### src/rtl/pipe_pkg.sv
// Shared pipeline-register definitions for the MIPS32 five-stage core.
// Action encoding matches the last_act port values.
package pipe_pkg;
  typedef enum logic [1:0] {
    ACT_LOAD   = 2'd0,
    ACT_HOLD   = 2'd1,
    ACT_BUBBLE = 2'd2,
    ACT_FLUSH  = 2'd3
  } act_e;

  localparam int STG_IF  = 0;
  localparam int STG_ID  = 1;
  localparam int STG_EXE = 2;
  localparam int STG_MEM = 3;

  localparam logic [7:0] NOP_ALUOP   = 8'h16;
  localparam logic [4:0] EXC_DEFAULT = 5'h10;
endpackage

### src/rtl/sat_counter.sv
// Saturating up-counter with synchronous clear; clear beats increment.
module sat_counter #(
  parameter int CNT_W = 16
) (
  input  logic             clk,
  input  logic             rst,
  input  logic             inc,
  input  logic             clr,
  output logic [CNT_W-1:0] cnt
);
  logic [CNT_W-1:0] cnt_d, cnt_q;

  always_comb begin
    cnt_d = cnt_q;
    if (clr)                      cnt_d = '0;
    else if (inc && cnt_q != '1)  cnt_d = cnt_q + 1'b1;
  end

  always_ff @(posedge clk or posedge rst) begin
    if (rst) cnt_q <= '0;
    else     cnt_q <= cnt_d;
  end

  assign cnt = cnt_q;
endmodule

### src/rtl/pipe_stage_reg.sv
// Generic pipeline stage register: decodes load/hold/bubble/flush from the
// global stall vector and flush, with protocol-error flag and perf counters.
module pipe_stage_reg
  import pipe_pkg::*;
#(
  parameter int                DATA_W     = 128,
  parameter int                STALL_W    = 4,
  parameter int                STAGE_IDX  = 2,
  parameter logic [DATA_W-1:0] KEEP_MASK  = '0,
  parameter logic [DATA_W-1:0] RESET_VAL  = '0,
  parameter logic [DATA_W-1:0] FLUSH_VAL  = '0,
  parameter logic [DATA_W-1:0] BUBBLE_VAL = '0,
  parameter int                CNT_W      = 16
) (
  input  logic               clk,
  input  logic               rst,
  input  logic [STALL_W-1:0] stall,
  input  logic               flush,
  input  logic [DATA_W-1:0]  in_data,
  input  logic               in_valid,
  input  logic               cnt_clr,
  output logic [DATA_W-1:0]  out_data,
  output logic               out_valid,
  output logic [1:0]         last_act,
  output logic               stall_err,
  output logic [CNT_W-1:0]   hold_cnt,
  output logic [CNT_W-1:0]   bubble_cnt
);
  logic              own, dn, err_set;
  logic              stall_unused;
  act_e              act_d, act_q;
  logic [DATA_W-1:0] data_d, data_q;
  logic              valid_d, valid_q, err_q;

  // Only two bits of the stall vector matter to this stage.
  assign stall_unused = ^stall;
  assign own          = stall[STAGE_IDX];

  generate
    if (STAGE_IDX + 1 < STALL_W) begin : g_dn
      assign dn = stall[STAGE_IDX+1];
    end else begin : g_last
      assign dn = 1'b0;
    end
  endgenerate

  always_comb begin
    data_d  = data_q;
    valid_d = valid_q;
    act_d   = ACT_LOAD;
    if (flush) begin
      act_d   = ACT_FLUSH;
      data_d  = FLUSH_VAL;
      valid_d = 1'b0;
    end else if (own && dn) begin
      act_d   = ACT_HOLD;
    end else if (own) begin
      act_d   = ACT_BUBBLE;
      data_d  = (in_data & KEEP_MASK) | (BUBBLE_VAL & ~KEEP_MASK);
      valid_d = 1'b0;
    end else begin
      data_d  = in_data;
      valid_d = in_valid;
    end
  end

  // Downstream stalled while we are not: stall vector is non-monotonic.
  assign err_set = !flush && !own && dn;

  always_ff @(posedge clk or posedge rst) begin
    if (rst) begin
      data_q  <= RESET_VAL;
      valid_q <= 1'b0;
      act_q   <= ACT_LOAD;
      err_q   <= 1'b0;
    end else begin
      data_q  <= data_d;
      valid_q <= valid_d;
      act_q   <= act_d;
      err_q   <= err_q | err_set;
    end
  end

  sat_counter #(.CNT_W(CNT_W)) u_hold_cnt (
    .clk (clk),
    .rst (rst),
    .inc (act_d == ACT_HOLD),
    .clr (cnt_clr),
    .cnt (hold_cnt)
  );

  sat_counter #(.CNT_W(CNT_W)) u_bubble_cnt (
    .clk (clk),
    .rst (rst),
    .inc (act_d == ACT_BUBBLE),
    .clr (cnt_clr),
    .cnt (bubble_cnt)
  );

  assign out_data  = data_q;
  assign out_valid = valid_q;
  assign last_act  = act_q;
  assign stall_err = err_q;
endmodule

### config.mk
export PLATFORM = sky130hd
export DESIGN_NAME = pipe_stage_reg
export DESIGN_NICKNAME = d
export VERILOG_FILES = /design/src/rtl/pipe_pkg.sv /design/src/rtl/sat_counter.sv /design/src/rtl/pipe_stage_reg.sv
export SDC_FILE = /design/constraint.sdc
export NUM_CORES = 1
export LEC_CHECK = 0
export CORE_ASPECT_RATIO = 0.5
export CORE_MARGIN = 3
export CORE_UTILIZATION = 42
export DETAILED_ROUTE_END_ITERATION = 6
export PLACE_DENSITY = 0.83
export SYNTH_ARGS = -nofsm -noshare
export SYNTH_HDL_FRONTEND = slang
export SYNTH_HIERARCHICAL = 1
export SYNTH_SLANG_ARGS = --single-unit
### constraint.sdc
create_clock -name clk -period 5.4 [get_ports clk]
set_clock_uncertainty 0.05 [all_clocks]
set_input_delay 1.35 -clock clk [delete_from_list [all_inputs] [get_ports clk]]
set_output_delay 1.35 -clock clk [all_outputs]
set_load 0.005 [all_outputs]
==> impl_metrics.ini, run 1 <==
[run]
max_cap_viol_count = 0

[pwr]
power.density_mw_per_mm2 = 276
peakVddDrop_mv = 0.216
power_leakage_nw = 4.16

[logic_synthesis]
ys_top_cells_by_area = dfrtp_1 (61%), a32o_1 (19%), a21oi_1 (1.8%)
synth_warnings = 6
ys_seq_area_share_pct = 60.7
synth-seq-cells = 164
syn_nets = 655
synth_top_area_share_pct = 60.7
ys_types = 39
synth_cells = 516
syn_area_mm2 = 0.00676
yosysTopAreaCell = dfrtp_1
avgSynthCellArea_um2 = 13.1

[cts]
cts_hold_buf = 0
cts_made_buffers = 17
clk_pin_slew_ns = 0.07
numClockSinks = 164
cts_resized = 0
cts_setup_buffers = 0
cts_tree = built
cts_buffer_depth = 2
root_buffer = clkbuf_16
cts-htree-levels = 4
clock_latency_ns = 0.41

[detailed_routing]
drt_iter0_markers = 459
wl_mm = 21.3
wire_per_inst_um = 21.2
num_vias = 5953
first_pass_iters = 5
drc_errors = 0
via_per_inst = 5.92
ant_nets = 0

[timing]
fin_setup_tns_ns = 0
rsz0062_at_grt = false
fin_ws_ns = 1.88
final_hold_viol_count = 0
worst_pin_slew_ns = 1.13
period_minus_slack_ns = 3.52
relSlewSlack_pct = 24.3
min_period_over_period_pct = 65.2
drv_slew = 0
max_freq_mhz = 284
setup_violations = 0

[worst_hold_path]
hp-class = reg2reg

[floorplan]
start_util_pct = 43.4
core_mm2 = 0.0156
die_w_um = 185
die_h_um = 95.7
core.rowCount = 32
dieArea_mm2 = 0.0177
pin_count = 301

[cells_and_area]
areaGrowthSynthToFinish_pct = 53.5
utilization_pct = 66.6
n_fill_cell = 1164
design_area_mm2 = 0.0104
layoutNonFillerInstCount = 1006
final_nets = 928
diodes = 0
drive_above_1_share_pct = 6.98
layout.cells.most_common = clkdlybuf4s50_1
final_cell_mix = clkdlybuf4s50_1 (297), dfrtp_1 (164), a32o_1 (129)

[setup_path]
worstPathCellList = clkdlybuf4s50_1 > nor2b_4 > and2_1 > nand3_1 > or4_4 > or4_1 > a21oi_1
max_stage_delay_ns = 0.57
worstPathMaxFanout = 8
cp-end-kind = flop
cp.arrival_ns = 3.79
worst_ep_required_time_ns = 5.67
worstSetupPathType = in2reg
crit_path_start_kind = primary input
crit_slowest_cell = clkdlybuf4s50_1

[place]
placed_cell_area_mm2 = 0.00979
portBuffers = 298
post-place-cells = 974
dpl_worst_slack_ns = 1.47
hpwl_mm = 14.6
gp_congestion = 0.820

[status]
status = finished clean

[grt]
grt_max_degree = 71
grt_pass1_wl_mm = 32.9
grt_antenna_before_repair = 0
overflow = 0
grt_pass1_vias = 5956
track_usage_pct = 23.6
[routing by layer]
layer / GRT usage [%] / routed length [um] / vias to the layer above
li1: - / - / 2648
met1: 29.7 / 8620 / 3074
met2: 42.0 / 11400 / 205
met3: 4.98 / 938 / 26
met4: 6.18 / 342 / 0
met5: 0 / 0 / -
[path summary, 6_finish.rpt]
check                                               from                                to  slack, ns  cells after the start
setup / recovery                                stall[2]  u_bubble_cnt/cnt[13]$_DFFE_PP0P_       1.88                      7
hold / removal                       stall_err$_DFF_PP0_               stall_err$_DFF_PP0_       0.41                      1
min in group asynchronous                            rst     u_hold_cnt/cnt[6]$_DFFE_PP0P_       1.39                      2
hold reg to reg                      stall_err$_DFF_PP0_               stall_err$_DFF_PP0_       0.41                      1
setup reg to reg           u_hold_cnt/cnt[0]$_DFFE_PP0P_     u_hold_cnt/cnt[0]$_DFFE_PP0P_       3.27                      5
max in group asynchronous                            rst          out_data[84]$_DFFE_PP0P_       2.99                      3
[through the flow]
step / hold WS [ns] / power, mW
floorplan: 0.401 / 1.44
global placement: 0.389 / 1.66
detailed placement: 0.393 / 1.67
CTS: 0.408 / 2.88
global route: 0.432 / 2.97
finish: 0.408 / 2.86
[synth_stat cells]
master	instances
dfrtp_1	164
a32o_1	129
a21oi_1	24
buf_2	18
nand3_1	14
clkbuf_1	13
nand2_1	12
or3_1	12
or4_1	12
o21ai_0	10
o31ai_1	10
inv_1	8
nand4_1	8
nor3_1	8
nor2_1	7
buf_4	6
nor2b_1	6
nor4_1	6
buf_6	5
buf_1	4
mux2_2	4
nand2b_1	4
o41ai_1	4
a21o_1	2
a31oi_1	2
and2_1	2
and4_1	2
clkbuf_2	2
dlygate4sd1_1	2
ha_1	2
mux2i_1	2
nand4_4	2
or3_2	2
or4_2	2
or4_4	2
and2_4	1
inv_2	1
nor2b_2	1
or2_1	1
[critical path: cells and delay by family]
kind | cells | cell delay [ns]
AND/OR/NAND/NOR | 5 | 1.72
buffers and inverters | 1 | 0.57
AO/OA/AOI/OAI | 1 | 0.15
[power breakdown]
part / switching, mW / total, mW / leakage, nW / internal [mW]
clock network: 0.547 / 1.21 / 0.291 / 0.666
registers: 0.0276 / 1.30 / 2.20 / 1.28
logic: 0.141 / 0.347 / 1.66 / 0.206
total: 0.716 / 2.86 / 4.16 / 2.15
[flip-flops by register name (all words and copies together), names as in the netlist]
name,flops
last_act,2
out_data,128
out_valid,1
stall_err,1
u_bubble_cnt/cnt,16
u_hold_cnt/cnt,16
[layout make-up]
class | count | area, um2 | share of cell area, %
tap | 204 | 255 | 2.46
inverter | 9 | 36.3 | 0.350
clock inverter | 14 | 141 | 1.36
timing repair buffer | 304 | 3050 | 29.4
multi-input combinational | 293 | 2350 | 22.7
sequential | 164 | 4100 | 39.6
clock buffer | 18 | 439 | 4.23
[cell families (layout without fill, tap and decap cells)]
logic type	Yosys count	count (layout)	synth area share, %
and+or+nand+nor	104	104	9.59
DFF	164	164	60.7
adders and majority gates	2	2	0.370
AOI/OAI and AO/OA	181	181	23.7
muxes	6	6	0.963
buffers and inverters	59	345	4.68
Power figures use the tool's default switching activity.
==> inputs of run 2 (changes only) <==
Clock period 5.4 ns to 3.4 ns, I/O delays scaled along.
==> run 2 against run 1 <==
Worst hold slack better by 0.013 ns. Critical path depth stayed put. Routed wire length decreased by 1.7%. Sequential share of layout area shrank 0.34 points. First-iteration DRC count increased by 28%. Total power rose by 60%. Critical path type unchanged. Critical endpoint is now u_hold_cnt/cnt[13]$_DFFE_PP0P_. Highest routed layer unchanged.
==> impl_metrics.ini, run 2 (synthesized netlist as in run 1, its figures left out) <==
[status]
status = finished clean

[place]
hpwl_mm = 14.8
portBuffers = 298
gp_congestion = 0.825
dpl_worst_slack_ns = 0.176

[floorplan]
start_util_pct = 43.4
die_h_um = 95.7
die_w_um = 185
dieArea_mm2 = 0.0177
core.rowCount = 32
core_mm2 = 0.0156
pin_count = 301

[grt]
grt_pass1_vias = 5822
grt_max_degree = 75
overflow = 0
grt_antenna_before_repair = 0
use_met2_pct = 40.1
grt_pass1_wl_mm = 32.1
met3_usage_pct = 5.29
grtUsageMet1_pct = 29.2
grt_busiest_layer = met2
track_usage_pct = 22.9

[cells_and_area]
areaGrowthSynthToFinish_pct = 54.8
layout.cells.most_common = clkdlybuf4s50_1
largest_reg_flops = 128
drive_above_1_share_pct = 8.01
final_nets = 937
diodes = 0
n_fill_cell = 1178
utilization_pct = 67.2
final_cell_mix = clkdlybuf4s50_1 (297), dfrtp_1 (164), a32o_1 (129)
multi_input_area_mm2 = 0.00235
register_area_mm2 = 0.00410

[cts]
root_buffer = clkbuf_16
cts_tree = built
cts_made_buffers = 17
cts_hold_buf = 0
clk_pin_slew_ns = 0.07
clock_latency_ns = 0.41
cts_setup_buffers = 0
numClockSinks = 164
cts_resized = 0
cts-htree-levels = 4
cts_buffer_depth = 2

[detailed_routing]
drc_errors = 0
wire_per_inst_um = 20.7
via_per_inst = 5.83
wl_mm = 21.0
drt_iter0_markers = 587
num_vias = 5918
first_pass_iters = 5
ant_nets = 0

[pwr]
power.density_mw_per_mm2 = 438
internal_power_mw = 3.49
sequentialPowerShare_pct = 45.2
p_comb_share_pct = 12.1
peakVddDrop_mv = 0.379
pwr-share-clk_pct = 42.7
p_sw_mw = 1.09
swShare_pct = 23.8
power_leakage_nw = 4.19

[setup_path]
cp.arrival_ns = 3.13
crit_path_start_kind = primary input
cp-end-kind = flop
worstSetupPathType = in2reg
worstPathMaxFanout = 6
worst_ep_required_time_ns = 3.68

[timing]
rsz0062_at_grt = false
max_freq_mhz = 351
relSlewSlack_pct = 25.0
fin_ws_ns = 0.553
min_period_over_period_pct = 83.7
setup_violations = 0
drv_slew = 0
worst_pin_slew_ns = 1.12
period_minus_slack_ns = 2.85
fin_setup_tns_ns = 0
final_hold_viol_count = 0

[worst_hold_path]
hp-class = reg2reg

[run]
max_cap_viol_count = 0
run 2: worst max-delay path, stage by stage:
cell and delay [ns]:
clkdlybuf4s50_1 0.57, nor2b_4 0.20, and2_1 0.17, nand3_1 0.24, or4_4 0.52, or4_1 0.42
a21oi_1 0.16
run 2: layer usage:
layer  vias to the layer above  routed length (um)
li1                       2671                   -
met1                      3055                8590
met2                       162               11100
met3                        30                 926
met4                         0                 395
met5                         -                   0
run 2: power groups by stage:
stage / sequential [mW] / combinational, mW / clock, mW
2_1_floorplan: 2.11 / 0.183 / 0
3_3_place_gp: 2.10 / 0.549 / 0
3_5_place_dp: 2.11 / 0.560 / 0
4_1_cts: 2.07 / 0.562 / 2.00
5_1_grt: 2.08 / 0.594 / 2.09
6_report: 2.07 / 0.556 / 1.96
run 2: layout make-up:
class	instances	area share (%)
repair buffers	313	29.8
clock inverters	13	1.41
flip-flops and latches	164	39.2
multi-input cells	293	22.5
well taps	204	2.44
clock buffers	19	4.33
inverters	9	0.359
run 2: final timing paths:
path                                          startpoint                              to  slack [ns]  cells after the start
max                                             stall[2]  u_hold_cnt/cnt[13]$_DFFE_PP0P_        0.55                      7
min                                  stall_err$_DFF_PP0_             stall_err$_DFF_PP0_        0.42                      1
max reg2reg                u_hold_cnt/cnt[1]$_DFFE_PP0P_   u_hold_cnt/cnt[0]$_DFFE_PP0P_        1.25                      5
min reg2reg                          stall_err$_DFF_PP0_             stall_err$_DFF_PP0_        0.42                      1
max in group asynchronous                            rst         out_data[4]$_DFFE_PP0P_        1.89                      3
min in group asynchronous                            rst        out_data[35]$_DFFE_PP0P_        0.74                      2
run 2: metrics by stage:
stage               instance area [um2]  power, mW  std cells  hold slack (ns)
detailed placement                 9860       2.67        983            0.402
floorplan                          6760       2.29        516            0.401
finish                            10500       4.58       1015            0.420
global route                      10500       4.77       1015            0.442
CTS                               10500       4.63       1015            0.417
global placement                   9860       2.65        983            0.390
